==> config.mk <==
export PLATFORM = sky130hd
export DESIGN_NAME = shift_sequencer
export DESIGN_NICKNAME = d
export VERILOG_FILES = /design/src/rtl/shift_pkg.sv /design/src/rtl/shift_core.sv /design/src/rtl/shift_sequencer.sv
export SDC_FILE = /design/constraint.sdc
export NUM_CORES = 1
export LEC_CHECK = 0
export ABC_CLOCK_PERIOD_IN_PS = 3750
export CAP_MARGIN = 25
export CORE_MARGIN = 1.5
export CORE_UTILIZATION = 50
export DETAILED_ROUTE_END_ITERATION = 10
export MAX_ROUTING_LAYER = met4
export PLACE_DENSITY = 0.75
export SLEW_MARGIN = 15
export SYNTH_ARGS = -nofsm -noshare
export SYNTH_HDL_FRONTEND = slang
export SYNTH_SLANG_ARGS = --single-unit
==> constraint.sdc <==
create_clock -name clk -period 3.75 [get_ports clk]
set_input_delay 0.75 -clock clk [delete_from_list [all_inputs] [get_ports clk]]
set_output_delay 0.75 -clock clk [all_outputs]
set_load 0.03 [all_outputs]
==> src/rtl/shift_pkg.sv <==
// Shared types and constants for the shift sequencer and its logical shifter core.
package shift_pkg;

    typedef enum logic [1:0] {
        IDLE = 2'd0,
        ROT2 = 2'd1,
        HOLD = 2'd2
    } state_t;

    localparam logic DIR_LEFT  = 1'b0;
    localparam logic DIR_RIGHT = 1'b1;

    localparam int DATA_W_DEF = 32;

    // Amount width carries one extra MSB that flags an amount >= DATA_W.
    function automatic int amt_w(input int dw);
        return $clog2(dw) + 1;
    endfunction

endpackage

==> src/rtl/shift_core.sv <==
// Combinational log2(DATA_W)-stage logical barrel shifter; vacated bits are zero.
module shift_core
    import shift_pkg::*;
#(
    parameter int DATA_W = DATA_W_DEF,
    parameter int SH_W   = $clog2(DATA_W)
) (
    input  logic [DATA_W-1:0] data_i,
    input  logic              dir_i,
    input  logic [SH_W-1:0]   sh_i,
    output logic [DATA_W-1:0] res_o
);

    logic [DATA_W-1:0] acc;

    always_comb begin
        acc = data_i;
        for (int i = 0; i < SH_W; i++) begin
            if (sh_i[i]) begin
                acc = (dir_i == DIR_RIGHT) ? (acc >> (1 << i)) : (acc << (1 << i));
            end
        end
        res_o = acc;
    end

endmodule

==> src/rtl/shift_sequencer.sv <==
// Valid/ready front end for the logical barrel shifter with a registered, held result.
// Define SHSEQ_ROTATE_EN to build rotates from two core passes on consecutive cycles.
module shift_sequencer
    import shift_pkg::*;
#(
    parameter int DATA_W = DATA_W_DEF,
    parameter int AMT_W  = amt_w(DATA_W)
) (
    input  logic              clk,
    input  logic              rst,
    input  logic              in_valid,
    output logic              in_ready,
    input  logic [DATA_W-1:0] in_data,
    input  logic              in_dir,
    input  logic [AMT_W-1:0]  in_amt,
    input  logic              in_rot,
    output logic              out_valid,
    input  logic              out_ready,
    output logic [DATA_W-1:0] out_data,
    output logic              busy
);

    localparam int SH_W = AMT_W - 1;

    state_t            state_q, state_d;
    logic [DATA_W-1:0] data_q, data_d;
    logic              accept;
    logic [DATA_W-1:0] core_data, core_res, load_res;
    logic              core_dir;
    logic [SH_W-1:0]   core_sh;

    // out_ready feeds in_ready combinationally so a consumed result frees the slot same cycle.
    assign in_ready  = (state_q == IDLE) | ((state_q == HOLD) & out_ready);
    assign accept    = in_valid & in_ready;
    assign out_valid = (state_q == HOLD);
    assign busy      = (state_q != IDLE);
    assign out_data  = data_q;

    shift_core #(
        .DATA_W (DATA_W),
        .SH_W   (SH_W)
    ) u_core (
        .data_i (core_data),
        .dir_i  (core_dir),
        .sh_i   (core_sh),
        .res_o  (core_res)
    );

`ifdef SHSEQ_ROTATE_EN
    logic [DATA_W-1:0] part_q, part_d, op_q, op_d;
    logic              dir_q, dir_d;
    logic [SH_W-1:0]   n_q, n_d;
    logic              rot_start;

    // Rotate amount is taken modulo DATA_W; a zero rotate is a plain pass-through.
    assign rot_start = in_rot & (in_amt[SH_W-1:0] != '0);
    assign load_res  = (in_rot | ~in_amt[AMT_W-1]) ? core_res : '0;

    always_comb begin
        core_data = in_data;
        core_dir  = in_dir;
        core_sh   = in_amt[SH_W-1:0];
        if (state_q == ROT2) begin
            core_data = op_q;
            core_dir  = ~dir_q;
            core_sh   = ~n_q + 1'b1;
        end
    end

    always_ff @(posedge clk) begin
        part_q <= part_d;
        op_q   <= op_d;
        dir_q  <= dir_d;
        n_q    <= n_d;
    end
`else
    logic unused_rot;

    assign unused_rot = in_rot;
    assign load_res   = in_amt[AMT_W-1] ? '0 : core_res;
    assign core_data  = in_data;
    assign core_dir   = in_dir;
    assign core_sh    = in_amt[SH_W-1:0];
`endif

    always_comb begin
        state_d = state_q;
        data_d  = data_q;
`ifdef SHSEQ_ROTATE_EN
        part_d  = part_q;
        op_d    = op_q;
        dir_d   = dir_q;
        n_d     = n_q;
`endif
        case (state_q)
            IDLE, HOLD: begin
                if (accept) begin
`ifdef SHSEQ_ROTATE_EN
                    if (rot_start) begin
                        state_d = ROT2;
                        part_d  = core_res;
                        op_d    = in_data;
                        dir_d   = in_dir;
                        n_d     = in_amt[SH_W-1:0];
                    end else begin
                        state_d = HOLD;
                        data_d  = load_res;
                    end
`else
                    state_d = HOLD;
                    data_d  = load_res;
`endif
                end else if ((state_q == HOLD) && out_ready) begin
                    state_d = IDLE;
                end
            end
`ifdef SHSEQ_ROTATE_EN
            ROT2: begin
                state_d = HOLD;
                data_d  = part_q | core_res;
            end
`endif
            default: state_d = IDLE;
        endcase
    end

    always_ff @(posedge clk) begin
        if (rst) begin
            state_q <= IDLE;
            data_q  <= '0;
        end else begin
            state_q <= state_d;
            data_q  <= data_d;
        end
    end

endmodule
After elaboration in Yosys (flattened, before gate mapping)
Index checks and enable logic that the tools add are counted.
{ "totals": {"inputBits": 44, "word_cells": 25, "out_inout_bits": 35, "regBits": 33} }
{ "classes": {"mux": 13, "n_reduce_logical": 6, "bitwise": 4} }
{ "op_table": {"columns": ["op", "n"], "rows": [
  ["2-to-1 mux 32 bit", 11],
  ["2-to-1 mux 2 bit", 2],
  ["OR reduction 2 bit", 2],
  ["bitwise AND 1 bit", 2],
  ["logical NOT 2 bit", 1],
  ["AND reduction 2 bit", 1],
  ["nonzero test 2 bit", 1],
  ["logical AND 1 bit", 1],
  ["inverter 1 bit", 1],
  ["OR 1 bit", 1]
]} }

Longest topological paths before layout
Gate-level depths: netlist (run 1).
{ "depth": {"word_depth": 11, "ltp_mapped": 11, "ltp_nobuf": 6} }

Hierarchy
From an unflattened synthesis (run 1), not the netlist that was laid out.
{ "hier_totals": {"hier_cells": 794, "area_unflattened_um2": 5657.9} }
{ "modules_own_cells": {"columns": ["module", "instances", "seq_area_each_um2", "cells_per_inst", "area_each_um2"], "rows": [
  ["shift_core", 1, 0.0, 640, 4182.8],
  ["shift_sequencer", 1, 660.6, 154, 1475.2]
]} }

Worst setup path before layout (run 1)
No wires, ideal clock.
{ "synth_path": {"kind": "input-to-reg", "startpoint": "in in_dir", "endpoint": "reg data_q[27] (netlist: out_data[27])", "path_stages": 8, "n_path_buf": 2, "t_arrival_ns": 2.414, "required_ns": 3.628, "slack_ns": 1.214, "setup_ns": 0.122, "path_cell_list": "buf_6 > buf_12 > mux2_1 > mux4_2 > nand2_1 > o21ai_1 > a22o_1 > a311o_1"} }
{ "synth_between": {"elab_chain_len": 11} }
{ "synth_rtl": {"columns": ["item", "line_no", "source"], "rows": [
  ["start, declared", "shift_sequencer.sv:14", "input logic in_dir,"],
  ["2-to-1 mux 32 bit", "shift_core.sv:20", "acc = (dir_i == DIR_RIGHT) ? (acc >> (1 << i)) : (acc << (1 << i));"],
  ["2-to-1 mux 32 bit", "shift_core.sv:19", "if (sh_i[i]) begin"],
  ["2-to-1 mux 32 bit", "shift_core.sv:20", null],
  ["2-to-1 mux 32 bit", "shift_core.sv:19", null],
  ["2-to-1 mux 32 bit", "shift_core.sv:20", null],
  ["2-to-1 mux 32 bit", "shift_core.sv:19", null],
  ["2-to-1 mux 32 bit", "shift_core.sv:20", null],
  ["2-to-1 mux 32 bit", "shift_core.sv:19", null],
  ["2-to-1 mux 32 bit", "shift_core.sv:20", null],
  ["2-to-1 mux 32 bit (*)", "shift_core.sv:19", null],
  ["2-to-1 mux 32 bit (*)", "shift_sequencer.sv:80", "assign load_res = in_amt[AMT_W-1] ? '0 : core_res;"],
  ["end signal, assigned", "shift_sequencer.sv:133", "data_q <= data_d;"],
  ["end, declared", "shift_sequencer.sv:26", "logic [DATA_W-1:0] data_q, data_d;"]
]} }
Every way passes the cells marked *; elsewhere a longest branch is shown, timed or not.
A chain may end at the register's enable or synchronous reset.

Worst setup path in the final report (run 1)
{ "layout_path": {"startpoint": "in in_dir", "endpoint": "reg data_q[10] (netlist: out_data[10])"} }
Same word-level chain as after synthesis.

==> impl_metrics.tcl, run 1 <==
set metrics [dict create \
    whs_ns 0.435 \
    detail-route-antenna-nets 0 \
    numPortBuffers 77 \
    drive_gt1_share_pct 14.3 \
    grt_usage_pct 39.6 \
    numCtsBuffers 5 \
    hold_depth 2 \
    grt_antenna_before_repair 0 \
    max_freq_mhz 325 \
    hpwl_um 15700 \
    p_leak_uw 0.00228 \
    worst-setup-path-type "primary input to flip-flop" \
    final_core_util_pct 60.5 \
    synthTopCellsByArea "dfxtp_1 13%, mux2i_1 12%, mux4_2 12%, nand2_1 5.5%, nor2_1 4.5%" \
    postSynthCellCount 655 \
    grt_pass1_vias 5666 \
    synth_seq_cells 33 \
    routedWlPerCell_um 25.4 \
    overflow 0 \
    drv_slew 0 \
    clock-sinks 33 \
    synth_edf_count 0 \
    stdcell_area_um2 5970 \
    r2r_cells 7 \
    crit_path_start_kind "primary input" \
    timing.rr.end "out_data[26]" \
    relSlewSlack_pct 42.3 \
    cts_resized 0 \
    routed_wl_um 21200 \
    nets 744 \
    yosysWarnings 0 \
    finClkSkew_ns 0.00704 \
    rsz0062_at_grt "false" \
    synthAdderAreaFrac_pct 0 \
    tightest_slew_ns 0.863 \
    vias 5947 \
    synthXorXnorAreaFrac_pct 0 \
    die_w_um 104 \
    synth-seq-area-share_pct 12.9 \
    placementRows 36 \
    start_util_pct 52.0 \
    powerDensity_nw_per_um2 234 \
    yosysTopAreaCell "dfxtp_1" \
    hold_class "flip-flop to flip-flop" \
    ir_drop_mv 0.171 \
    tns_ns 0 \
    regToRegStartpoint "state_q[1]" \
    path_clk_slew_ns 0.07 \
    grt_pass1_wl_um 32500 \
    synth_compound_area_share_pct 29.0 \
    fin_crit_sh_pct 82.1 \
    clk_path_buf_depth 2 \
    area_delta_synth_final_pct 16.3 \
    drtIter0Drc 768 \
    setup-violations-final 0 \
    hold_viol_final 0 \
    dpl-instance-area_um2 5890 \
    nFillCells 903 \
    htreeDepth 2 \
    drc 0 \
    final_common_cell "nand2_1" \
    timing.reg2reg.setup_slack_ns 1.68 \
    grt_max_degree 49 \
    die_h_um 104 \
    worstSetupEndpointType "flip-flop" \
    synth_nets 699 \
    coreArea_um2 9860 \
    first_pass_iters 5 \
    gp_congestion 1.03 \
    final_cell_mix "75 x nand2_1, 73 x clkdlybuf4s50_1, 63 x mux2i_1, 61 x nor2_1, 33 x dfxtp_1" \
    ys_types 69 \
    cts_setup_buffers 0 \
    pre_cts_ws_ns 0.416 \
    period_minus_slack_ns 3.08 \
    dieArea_um2 10900 \
    hold_start "out_data[19]" \
    cp_max_fo 48 \
    hold_buffers 0 \
    synth_top_family_by_area "multiplexers" \
    setup_ws_ns 0.672 \
    synth_area_um2 5130 \
    yosysTopAreaCellShare_pct 12.9 \
    cts_tree "built" \
    syn_avg_cell_area_um2 7.83 \
    vias_per_cell 7.13 \
    cts_root_buf "clkbuf_8" \
    antenna_cells 0 \
    yosys.area_share.simple_pct 18.3 \
    cp.arrival_ns 3.26 \
    synthMuxAreaShare_pct 29.8 \
    num_io_pins 79 \
    min_delay_worst_endpoint "out_data[19]" \
    clock_latency_ns 0.29 \
    ys.flop_type "dfxtp_1" \
    worstPathRequired_ns 3.93 \
    cap_violations 0 \
    status "complete, no violations" \
    async_flop_share_pct 0 \
]
[power breakdown]
part | switching [µW] | internal, µW | total, µW
registers | 7.81 | 365 | 373
logic | 457 | 293 | 750
clock network | 143 | 129 | 272
[critical path: stages]
cell and delay, ns:
buf_4 0.49, buf_4 0.40, buf_4 0.21, mux2i_1 0.20, mux4_2 0.42, a21oi_1 0.10, a211oi_1 0.36, nor2_1 0.08
a211o_1 0.23
[cells in the mapped netlist, drive strengths merged (3+ instances only)]
master	number
nand4	5
nand2	75
mux2i	63
or3	3
mux2	23
nor3	11
mux4	28
and2	5
o22a	4
a21oi	30
a211oi	16
a211o	7
a21o	3
a221oi	3
o31ai	6
nor2	61
buf	36
a311oi	6
nand3	18
o211a	3
a31oi	4
o221a	3
a32oi	9
nand2b	17
nor2b	4
nor3b	3
o2111ai	10
o21ai	35
clkbuf	35
o221ai	9
inv	22
a22oi	5
dfxtp	33
o211ai	11
o22ai	15
[layer usage]
| layer | up-vias | wire length, µm | track usage [%] | part of all wire [%] |
|---|---|---|---|---|
| met2 | 428 | 9280 | 57.1 | 44 |
| met1 | 2832 | 8490 | 51.6 | 40 |
| met4 | 0 | 1090 | 21.7 | 5.1 |
| met3 | 76 | 2360 | 8.02 | 11 |
| met5 | - | 0 | - | 0 |
| li1 | 2611 | - | - | - |
[worst max path at each step]
stage / from / endpoint / slack, ns / depth (start not counted)
finish: in_dir / out_data[10] / 0.67 / 9
global route: in_dir / out_data[27] / 0.53 / 9
CTS: in_amt[0] / out_data[1] / 0.73 / 7
detailed placement: in_amt[0] / out_data[1] / 0.42 / 7
global placement: in_amt[0] / out_data[1] / 0.50 / 7
floorplan: in_dir / out_data[27] / 1.21 / 8
[cell type report]
class,instances,area [µm²],area share [%]
Clock buffer,6,72.6,1.22
Clock inverter,2,10.0,0.168
Inverter,23,86.3,1.45
Multi-Input combinational cell,528,3970,66.5
Sequential cell,33,661,11.1
Tap cell,133,166,2.79
Timing Repair Buffer,109,1010,16.9
[stage by stage]
| stage | power (µW) | std cells |
|---|---|---|
| floorplan | 858 | 655 |
| global placement | 1090 | 826 |
| detailed placement | 1100 | 826 |
| CTS | 1370 | 834 |
| global route | 1450 | 834 |
| finish | 1390 | 834 |
[sequential cells by signal (all words and copies together) (netlist names)]
register,flops
out_data,32
state_q,1
[logic make-up after synthesis]
logic type | after synthesis
and+or+nand+nor | 209
AOI/OAI and AO/OA | 205
muxes | 114
buffers and inverters | 94
DFF | 33
(Power assumes the default switching activity.)
==> run 2: changes to the inputs <==
Settings changed: ABC_CLOCK_PERIOD_IN_PS 3750 to 2650, PLACE_DENSITY 0.75 to 0.78.
Clock period 3.75 ns to 2.65 ns, I/O delays scaled along.
==> run 2 against run 1 <==
  * Via count increased by 8.5%
  * Sequential share of layout area is 1.6 points lower
  * Clock skew increased by 0.0020 ns
  * Worst setup slack worse by 0.57 ns
  * Sequential cell count stayed put
  * Clock power up 58%
  * Power increased by 58%
  * Core utilization grew 10 points
  * Largest cell class unchanged
  * Highest routed layer unchanged
==> impl_metrics.tcl, run 2 (synthesis gave the netlist of run 1 again) <==
set metrics [dict create \
    cts_root_buf "clkbuf_8" \
    cts_setup_buffers 0 \
    antenna_cells 0 \
    worstSetupEndpointType "flip-flop" \
    first_pass_iters 8 \
    place_inst 948 \
    worstPathRequired_ns 2.83 \
    drv_slew 0 \
    hold_buffers 0 \
    stdcell_area_um2 6960 \
    seqPwrFrac_pct 24.0 \
    p_sw_uw 888 \
    grt_pass1_vias 6262 \
    worst-setup-path-type "primary input to flip-flop" \
    setup-violations-final 0 \
    largest_reg_flops 32 \
    switching_share_pct 40.3 \
    relSlewSlack_pct 49.8 \
    p_int_uw 1310 \
    htreeDepth 2 \
    die_h_um 104 \
    timing.rr.end "out_data[5]" \
    coreArea_um2 9860 \
    numCtsBuffers 5 \
    regToRegStartpoint "state_q[1]" \
    max_freq_mhz 393 \
    clk_path_buf_depth 2 \
    area_delta_synth_final_pct 35.6 \
    cp_max_fo 7 \
    grt_max_degree 25 \
    p_comb_share_pct 56.5 \
    rsz0062_at_grt "false" \
    path_clk_slew_ns 0.07 \
    overflow 0 \
    fin_crit_sh_pct 96.1 \
    finClkSkew_ns 0.00903 \
    routed_wl_um 22100 \
    period_minus_slack_ns 2.55 \
    final_cell_mix "150 x buf_4, 75 x nand2_1, 72 x clkdlybuf4s50_1, 63 x mux2i_1, 61 x nor2_1" \
    final_common_cell "buf_4" \
    hpwl_um 17700 \
    tightest_slew_ns 0.748 \
    status "complete, no violations" \
    placementRows 36 \
    hold_depth 2 \
    clockPowerShare_pct 19.5 \
    grt_pass1_wl_um 34600 \
    powerDensity_nw_per_um2 317 \
    clock_latency_ns 0.29 \
    gp_congestion 1.11 \
    grt_usage_pct 41.5 \
    nFillCells 815 \
    timing.reg2reg.setup_slack_ns 0.79 \
    drive_gt1_share_pct 27.1 \
    vias_per_cell 6.75 \
    numPortBuffers 77 \
    hold_viol_final 0 \
    detail-route-antenna-nets 0 \
    ir_drop_mv 0.235 \
    clock-sinks 33 \
    p_leak_uw 0.00291 \
    nets 866 \
    hold_class "flip-flop to flip-flop" \
    cap_violations 0 \
    num_io_pins 79 \
    start_util_pct 52.0 \
    crit_path_start_kind "primary input" \
    min_delay_worst_endpoint "out_data[19]" \
    fin_cells 956 \
    final_core_util_pct 70.5 \
    routedWlPerCell_um 23.1 \
    r2r_cells 7 \
    vias 6450 \
    drtIter0Drc 687 \
    hold_start "out_data[19]" \
    drc 0 \
    cts_tree "built" \
    dieArea_um2 10900 \
    grt_antenna_before_repair 0 \
    dpl-instance-area_um2 6850 \
    die_w_um 104 \
    cp.arrival_ns 2.73 \
]
run 2: cell count changes in the layout (fill, tap and decap cells not counted), sizes merged:
cell,change
dlymetal6s2s,+1
clkinv,-1
clkbuf,+1
clkdlybuf4s50,-1
buf,+122
run 2: worst max path at each step:
stage	startpoint	endpoint	slack, ns	cells after the start
floorplan	in_dir	out_data[27]	0.33	8
global placement	in_data[19]	out_data[10]	-0.13	8
detailed placement	in_data[19]	out_data[10]	-0.17	8
CTS	in_data[19]	out_data[10]	0.13	8
global route	in_data[24]	out_data[3]	0.02	8
finish	in_data[19]	out_data[10]	0.10	8
run 2: per-layer routing:
layer  up-vias  track usage (%)  part of all wire, %
met3       101             8.33                   12
met4         0             18.9                  4.9
met1      3024             53.5                   39
met2       473             62.5                   44
met5         -                -                    0
li1       2852                -                    -
run 2: layout make-up:
type,instances,area [µm²],area share (%)
flip-flops and latches,33,661,9.50
inverters,23,86.3,1.24
repair buffers,231,1970,28.4
clock inverters,1,5.00,0.0720
multi-input cells,528,3970,57.0
well taps,133,166,2.39
clock buffers,7,96.3,1.39
run 2: per-stage QoR:
| stage | hold WS, ns | total power (µW) | setup TNS [ns] | worst slack, ns |
|---|---|---|---|---|
| 5_1_grt | 0.473 | 2290 | 0 | 0.0233 |
| 3_3_place_gp | 0.432 | 1720 | -1.06 | -0.128 |
| 4_1_cts | 0.441 | 2180 | 0 | 0.127 |
| 3_5_place_dp | 0.432 | 1740 | -1.91 | -0.172 |
| 2_1_floorplan | 0.567 | 1210 | 0 | 0.334 |
| 6_report | 0.436 | 2200 | 0 | 0.104 |
run 2: critical path, cell delays in order:
cell and delay, ns:
clkdlybuf4s50_1 0.55, mux2_2 0.32, mux4_2 0.53, buf_4 0.19, mux2i_1 0.13, a211o_1 0.16, nor2_1 0.04, a211o_1 0.27
run 2: power by group through the flow:
| stage | Sequential [µW] | Clock (µW) | Combinational, µW |
|---|---|---|---|
| 2_1_floorplan | 578 | 0 | 637 |
| 3_3_place_gp | 537 | 0 | 1180 |
| 3_5_place_dp | 539 | 0 | 1200 |
| 4_1_cts | 528 | 437 | 1210 |
| 5_1_grt | 530 | 454 | 1310 |
| 6_report | 528 | 430 | 1240 |
run 2: what timing repair did:
item	4_1_cts	5_1_grt
resized for setup	0	1
endpoints found under the hold margin	0	0
endpoints found under the setup margin	0	1
==> run 3: changes to the inputs <==
Settings changed: CAP_MARGIN 25 to 20, CORE_MARGIN 1.5 to 2.
==> run 3 against run 2 <==
  * Hold slack better by 0.0089 ns
  * First-iteration DRC count rose by 4.9%
  * Wire length rose by 0.95%
  * Final cell count down 0.84%
  * Sequential power hardly changed
==> impl_metrics.tcl, run 3 (synthesis gave the netlist of run 1 again) <==
set metrics [dict create \
    path_cells "buf_4 -> buf_4 -> nand2b_1 -> a311oi_1 -> a211oi_2 -> o21ai_0 -> or3_1 -> a32o_1" \
    cts_root_buf "clkbuf_8" \
    clock_latency_ns 0.30 \
    tightest_slew_ns 0.708 \
    stdcell_area_um2 6890 \
    grt_pass1_wl_um 34500 \
    drive_gt1_share_pct 26.4 \
    grt_antenna_before_repair 1 \
    start_util_pct 52.0 \
    timing.rr.end "out_data[29]" \
    grt_max_degree 36 \
    first_pass_iters 6 \
    status "complete, no violations" \
    hpwl_um 17400 \
    r2r_cells 7 \
    fin_crit_sh_pct 97.2 \
    finClkSkew_ns 0.0117 \
    crit_path_start_kind "primary input" \
    p_leak_uw 0.00286 \
    regToRegStartpoint "state_q[1]" \
    fin_cells 948 \
    cp_num_buf_inv 2 \
    place_inst 939 \
    routedWlPerCell_um 23.5 \
    drv_slew 0 \
    drc 0 \
    timing.reg2reg.setup_slack_ns 0.60 \
    num_io_pins 79 \
    coreArea_um2 9860 \
    powerDensity_nw_per_um2 329 \
    hold_start "out_data[19]" \
    grt_pass1_vias 6110 \
    htreeDepth 2 \
    worstPathRequired_ns 2.83 \
    worstSetupEndpointType "flip-flop" \
    largest_reg_flops 32 \
    fin_total_pwr_uw 2270 \
    area_delta_synth_final_pct 34.3 \
    die_h_um 105 \
    path_clk_slew_ns 0.07 \
    numPortBuffers 77 \
    nFillCells 827 \
    setup-violations-final 0 \
    grt_usage_pct 40.8 \
    startpoint "in_dir" \
    numCtsBuffers 5 \
    cp_max_fo 25 \
    rsz0062_at_grt "false" \
    routed_wl_um 22300 \
    dpl-instance-area_um2 6760 \
    cap_violations 0 \
    clock-sinks 33 \
    nets 857 \
    ir_drop_mv 0.259 \
    period_minus_slack_ns 2.58 \
    placementRows 36 \
    final_cell_mix "143 x buf_4, 75 x nand2_1, 72 x clkdlybuf4s50_1, 63 x mux2i_1, 61 x nor2_1" \
    max_stage_delay_ns 0.44 \
    vias 6392 \
    cts_tree "built" \
    max_freq_mhz 388 \
    hold_viol_final 0 \
    tns_ns 0 \
    relSlewSlack_pct 52.5 \
    crit_top_cell "buf_4" \
    whs_ns 0.444 \
    hold_buffers 0 \
    dieArea_um2 11100 \
    cp_slowest_cell "or3_1" \
    gp_congestion 1.07 \
    clk_path_buf_depth 2 \
    overflow 0 \
    crit_family "compound AO/OA/AOI/OAI gates" \
    drtIter0Drc 721 \
    final_common_cell "buf_4" \
    cp_num_cells 8 \
    cp.arrival_ns 2.76 \
    crit_end "out_data[1]" \
    hold_class "flip-flop to flip-flop" \
    die_w_um 105 \
    detail-route-antenna-nets 0 \
    worst-setup-path-type "primary input to flip-flop" \
    vias_per_cell 6.74 \
]
==> run 3: worst min-delay path by stage <==
stage / to / slack, ns / cells after the start
2_1_floorplan: out_data[19] / 0.57 / 2
4_1_cts: out_data[19] / 0.45 / 2
3_5_place_dp: out_data[19] / 0.44 / 2
5_1_grt: out_data[19] / 0.48 / 2
3_3_place_gp: out_data[19] / 0.43 / 2
6_report: out_data[19] / 0.44 / 2
==> run 3: final cells by class <==
| class | count | area, µm² | share of cell area, % |
|---|---|---|---|
| clock buffers | 7 | 86.3 | 1.25 |
| flip-flops and latches | 33 | 661 | 9.59 |
| diodes | 1 | 2.50 | 0.0363 |
| multi-input cells | 528 | 3980 | 57.7 |
| clock inverters | 1 | 30.0 | 0.436 |
| well taps | 133 | 166 | 2.41 |
| inverters | 23 | 86.3 | 1.25 |
| repair buffers | 222 | 1880 | 27.3 |
==> run 3: repair_timing <==
action,CTS,global route
endpoints found under the hold margin,0,0
setup buffers,0,0
resized for setup,0,3
endpoints found under the setup margin,0,2
==> run 3: per-stage QoR <==
step | util, % | worst slack [ns]
2_1_floorplan | - | 0.334
3_3_place_gp | 68.5 | -0.143
3_5_place_dp | 68.5 | -0.190
4_1_cts | 69.7 | 0.0865
5_1_grt | 69.9 | 0.0231
6_report | 69.9 | 0.0738
==> run 3: worst reg2reg max path: cells and delay by family (launching register included) <==
kind	cells	cell delay [ns]
AND/OR/NAND/NOR	5	1.22
flip-flops	1	0.34
AO/OA/AOI/OAI	1	0.24
buffers and inverters	1	0.15
==> run 3: metal layers <==
| layer | track usage [%] | wire length, µm | vias to the layer above |
|---|---|---|---|
| met2 | 60.4 | 9770 | 470 |
| li1 | - | - | 2836 |
| met3 | 11.1 | 2690 | 90 |
| met4 | 17.3 | 1070 | 0 |
| met1 | 52.4 | 8740 | 2996 |
| met5 | - | 0 | - |
==> run 3: power by group <==
group	internal (µW)	switching, µW	total, µW
sequential	516	11.7	528
combinational	547	685	1230
clock	307	203	509
==> variant 1 (config.mk and constraints of run 2) <==
The package constant `DATA_W_DEF` goes from 32 to 128.
--- a/src/rtl/shift_pkg.sv
+++ b/src/rtl/shift_pkg.sv
@@ -11,5 +11,5 @@
     localparam logic DIR_RIGHT = 1'b1;
 
-    localparam int DATA_W_DEF = 32;
+    localparam int DATA_W_DEF = 128;
 
     // Amount width carries one extra MSB that flags an amount >= DATA_W.
Ports: changed (resized in_amt, in_data and out_data); port bits go from 79 to 273. No check against the original RTL was run, so the function may have changed too.
==> variant 1 against run 2 <==
- the flow now stops in global routing (5_1_grt)
- area after synthesis rose to 5.7 times the old value
==> variant 1: results <==
export IMPL_vias_in_the_first_global_route=57232
export IMPL_clock_path_buffers=2
export IMPL_clock_sinks=129
export IMPL_synth_warnings=0
export IMPL_dpl_cell_count=5903
export IMPL_run_status="did not finish"
export IMPL_synth_nets=3981
export IMPL_detailed_place_hpwl_mm=156
export IMPL_buffer_ports_inserted=271
export IMPL_synthTopCellsByCount="336 x sky130_fd_sc_hd__nor2_1, 315 x sky130_fd_sc_hd__nand2_1, 282 x sky130_fd_sc_hd__clkbuf_1"
export IMPL_ys_types=102
export IMPL_clk_root_buffer_cell="sky130_fd_sc_hd__clkbuf_16"
export IMPL_synth_top_cell_area_share=0.126
export IMPL_outcome_stop_stage="global routing (5_1_grt)"
export IMPL_pin_count_of_the_biggest_net_entering_global_routing=67
export IMPL_synth_top_cells_by_area="sky130_fd_sc_hd__mux4_2 13%, sky130_fd_sc_hd__dfxtp_1 8.8%, sky130_fd_sc_hd__mux2i_1 8.7%"
export IMPL_global_route_usage_total=0.918
export IMPL_postSynthAreaPerCell_um2=7.63
export IMPL_synth_seq_area_share=0.0881
export IMPL_grt_first_pass_wirelength_mm=405
export IMPL_globalplace_congestion=1.49
export IMPL_std_cell_rows=88
export IMPL_overflow=2632
export IMPL_cts_buffers_inserted=17
export IMPL_htreeDepth=4
export IMPL_proportion_of_register_bits_with_asynchronous_set_or_reset_after_synthesis=0
export IMPL_synthFlopType="sky130_fd_sc_hd__dfxtp_1"
export IMPL_error_message="[ERROR GRT-0116] Global routing finished with congestion. Check the congestion regions in the DRC Viewer."
export IMPL_place_area_um2=43500
==> variant 1: cell types whose count changed after synthesis, moves of 189 or more <==
cell                       delta
sky130_fd_sc_hd__nor2_1     +275
sky130_fd_sc_hd__clkbuf_1   +248
sky130_fd_sc_hd__nand2_1    +240
sky130_fd_sc_hd__o21ai_0    +229
sky130_fd_sc_hd__mux2_2     +194
sky130_fd_sc_hd__mux2i_1    +192
sky130_fd_sc_hd__a21oi_1    +189
==> variant 1: metrics by stage <==
stage / utilization / setup slack [ns]
floorplan: - / -0.431
global placement: 0.753 / -1.49
detailed placement: 0.753 / -1.53
CTS: 0.826 / -0.277
==> variant 1: per-layer routing <==
metal | GRT overflow | global-route usage
met2 | 1461 | 1.03
met1 | 304 | 0.860
met5 | - | -
met3 | 303 | 0.854
met4 | 564 | 0.929
==> variant 1: what timing repair did <==
item                                    in CTS
gates cloned                                15
gates resized for setup                    755
pin swaps                                  201
buffers inserted                           118
endpoints found under the setup margin     128
hold buffers                                 0
==> variant 1: cell families after synthesis <==
kind of cell | after synthesis | share of synthesized area
muxes | 647 | 0.301
buffers and inverters | 534 | 0.0906
and+or+nand+nor | 1030 | 0.157
DFF | 129 | 0.0881
AOI/OAI and AO/OA | 1499 | 0.363
==> variant 2 (flow settings as in run 2) <==
Made on the original files. Take the reset off `data_q` and load it in a clocked block of its own.
--- a/src/rtl/shift_sequencer.sv
+++ b/src/rtl/shift_sequencer.sv
@@ -128,10 +128,12 @@
         if (rst) begin
             state_q <= IDLE;
-            data_q  <= '0;
         end else begin
             state_q <= state_d;
-            data_q  <= data_d;
         end
     end
 
+    always_ff @(posedge clk) begin
+        data_q <= data_d;
+    end
+
 endmodule
Formal check against the unedited RTL: not equivalent (a bounded check fails within 4 cycles, from zero or initial values and one cycle with rst high).
==> variant 2 against run 2 <==
- power rose by 8.4%
- wire length fell by 2.3%
- final area rose by 4.1%
- sequential power rose by 20%
- sequential cell count did not move
- area after synthesis fell by 5.8%
- worst setup slack got worse by 0.077 ns
==> variant 2: results <==
export IMPL_run_status="completed"
export IMPL_post_synth_inst_count=642
export IMPL_grt_use_met2=0.696
export IMPL_p_total_mw=2.39
export IMPL_cts_repair_resize_count=2
export IMPL_met3WireLength_mm=2.67
export IMPL_drt_pass1_iter_count=6
export IMPL_synth_top_cells_by_area="sky130_fd_sc_hd__edfxtp_1 20%, sky130_fd_sc_hd__mux2i_1 14%, sky130_fd_sc_hd__nor2_1 6.9%"
export IMPL_first_iter_violations=826
export IMPL_dp_worst_setup_slack_ns=-0.321
export IMPL_met1_usage_in_global_routing=0.522
export IMPL_worst_slew_pin_slew_ns=0.657
export IMPL_cts_buffers_inserted=5
export IMPL_synth_warnings=0
export IMPL_global_routing_met3_resource_utilization=0.0828
export IMPL_grt_first_pass_wirelength_mm=33.4
export IMPL_globalplace_congestion=1.10
export IMPL_synthTopCellsByCount="89 x sky130_fd_sc_hd__nor2_1, 68 x sky130_fd_sc_hd__mux2i_1, 57 x sky130_fd_sc_hd__nand2_1"
export IMPL_layout_drive_gt1_share=0.298
export IMPL_netSwitchingPower_mw=0.958
export IMPL_vias_in_the_first_global_route=6569
export IMPL_power_static_leakage_nw=3.03
export IMPL_met2WireLength_mm=9.80
export IMPL_final_net_count=920
export IMPL_htreeDepth=2
export IMPL_sequential_cell_power_mw=0.634
export IMPL_final_non_filler_cell_total=1006
export IMPL_route_layer_met1_wl_mm=7.73
export IMPL_synth_edf_count=32
export IMPL_detailed_place_hpwl_mm=16.9
export IMPL_critPathMaxFanout=4
export IMPL_timing_critical_path_slowest_cell_delay_ns=0.56
export IMPL_synthFlopType="sky130_fd_sc_hd__edfxtp_1"
export IMPL_skew_ns=0.00729
export IMPL_num_antenna_cells=0
export IMPL_pin_count_of_the_biggest_net_entering_global_routing=37
export IMPL_nFillCells=711
export IMPL_routed_wirelength_mm=21.5
export IMPL_power_combinational_total_mw=1.38
export IMPL_vdd_drop_max_uv=278
export IMPL_min_delay_path_class="reg -> reg"
export IMPL_vias_per_cell=6.79
export IMPL_synth_nets=686
export IMPL_synth_seq_area_share=0.203
export IMPL_cpMaxStageDelayCell="sky130_fd_sc_hd__a211oi_1"
export IMPL_ys_types=60
export IMPL_global_route_usage_total=0.433
export IMPL_critical_path_arrival_ns=2.71
## variant 2: cell types whose count changed in the layout (fill, tap and decap cells not counted), sizes merged, moves of 13 or more
cell    before  now
a21oi       30   46
edfxtp       0   32
nand2       75   57
nor3        11   25
a211oi      16   29
buf        158  211
o21ai       35   50
mux4        28    6
nor2        61   89
dfxtp       33    1
inv         22    6
## variant 2: stage by stage
stage               TNS [ns]  cell area [um^2]
finish                     0              7240
CTS                        0              7170
detailed placement     -5.47              7080
global placement       -4.31              7080
floorplan                  0              4830
global route               0              7240
## variant 2: area by class of cell
type	count	area share
Timing Repair Buffer	286	0.331
Clock inverter	2	0.00138
Inverter	8	0.00415
Tap cell	129	0.0223
Clock buffer	6	0.0100
Multi-Input combinational cell	542	0.496
Sequential cell	33	0.135
## variant 2: critical path, delay by kind of cell
kind / cells / cell delay, ns
buffers and inverters: 3 / 0.89
multiplexers: 1 / 0.12
AO/OA/AOI/OAI: 4 / 1.00
AND/OR/NAND/NOR: 1 / 0.15
## variant 2: worst paths after layout
check | startpoint | end | slack [ns] | depth (start not counted)
setup / recovery | in_data[11] | out_data[10]$_SDFFCE_PP0P_ | 0.03 | 9
hold / removal | state_q[1]$_SDFFE_PP0P_ | state_q[1]$_SDFFE_PP0P_ | 0.58 | 2
setup reg to reg | state_q[1]$_SDFFE_PP0P_ | out_data[16]$_SDFFCE_PP0P_ | 1.34 | 3
hold reg to reg | state_q[1]$_SDFFE_PP0P_ | state_q[1]$_SDFFE_PP0P_ | 0.58 | 2
## variant 2: cell families after synthesis
family,share of synthesized area
AOI/OAI and AO/OA,0.336
buffers and inverters,0.0691
DFF,0.203
muxes,0.197
and+or+nand+nor,0.195
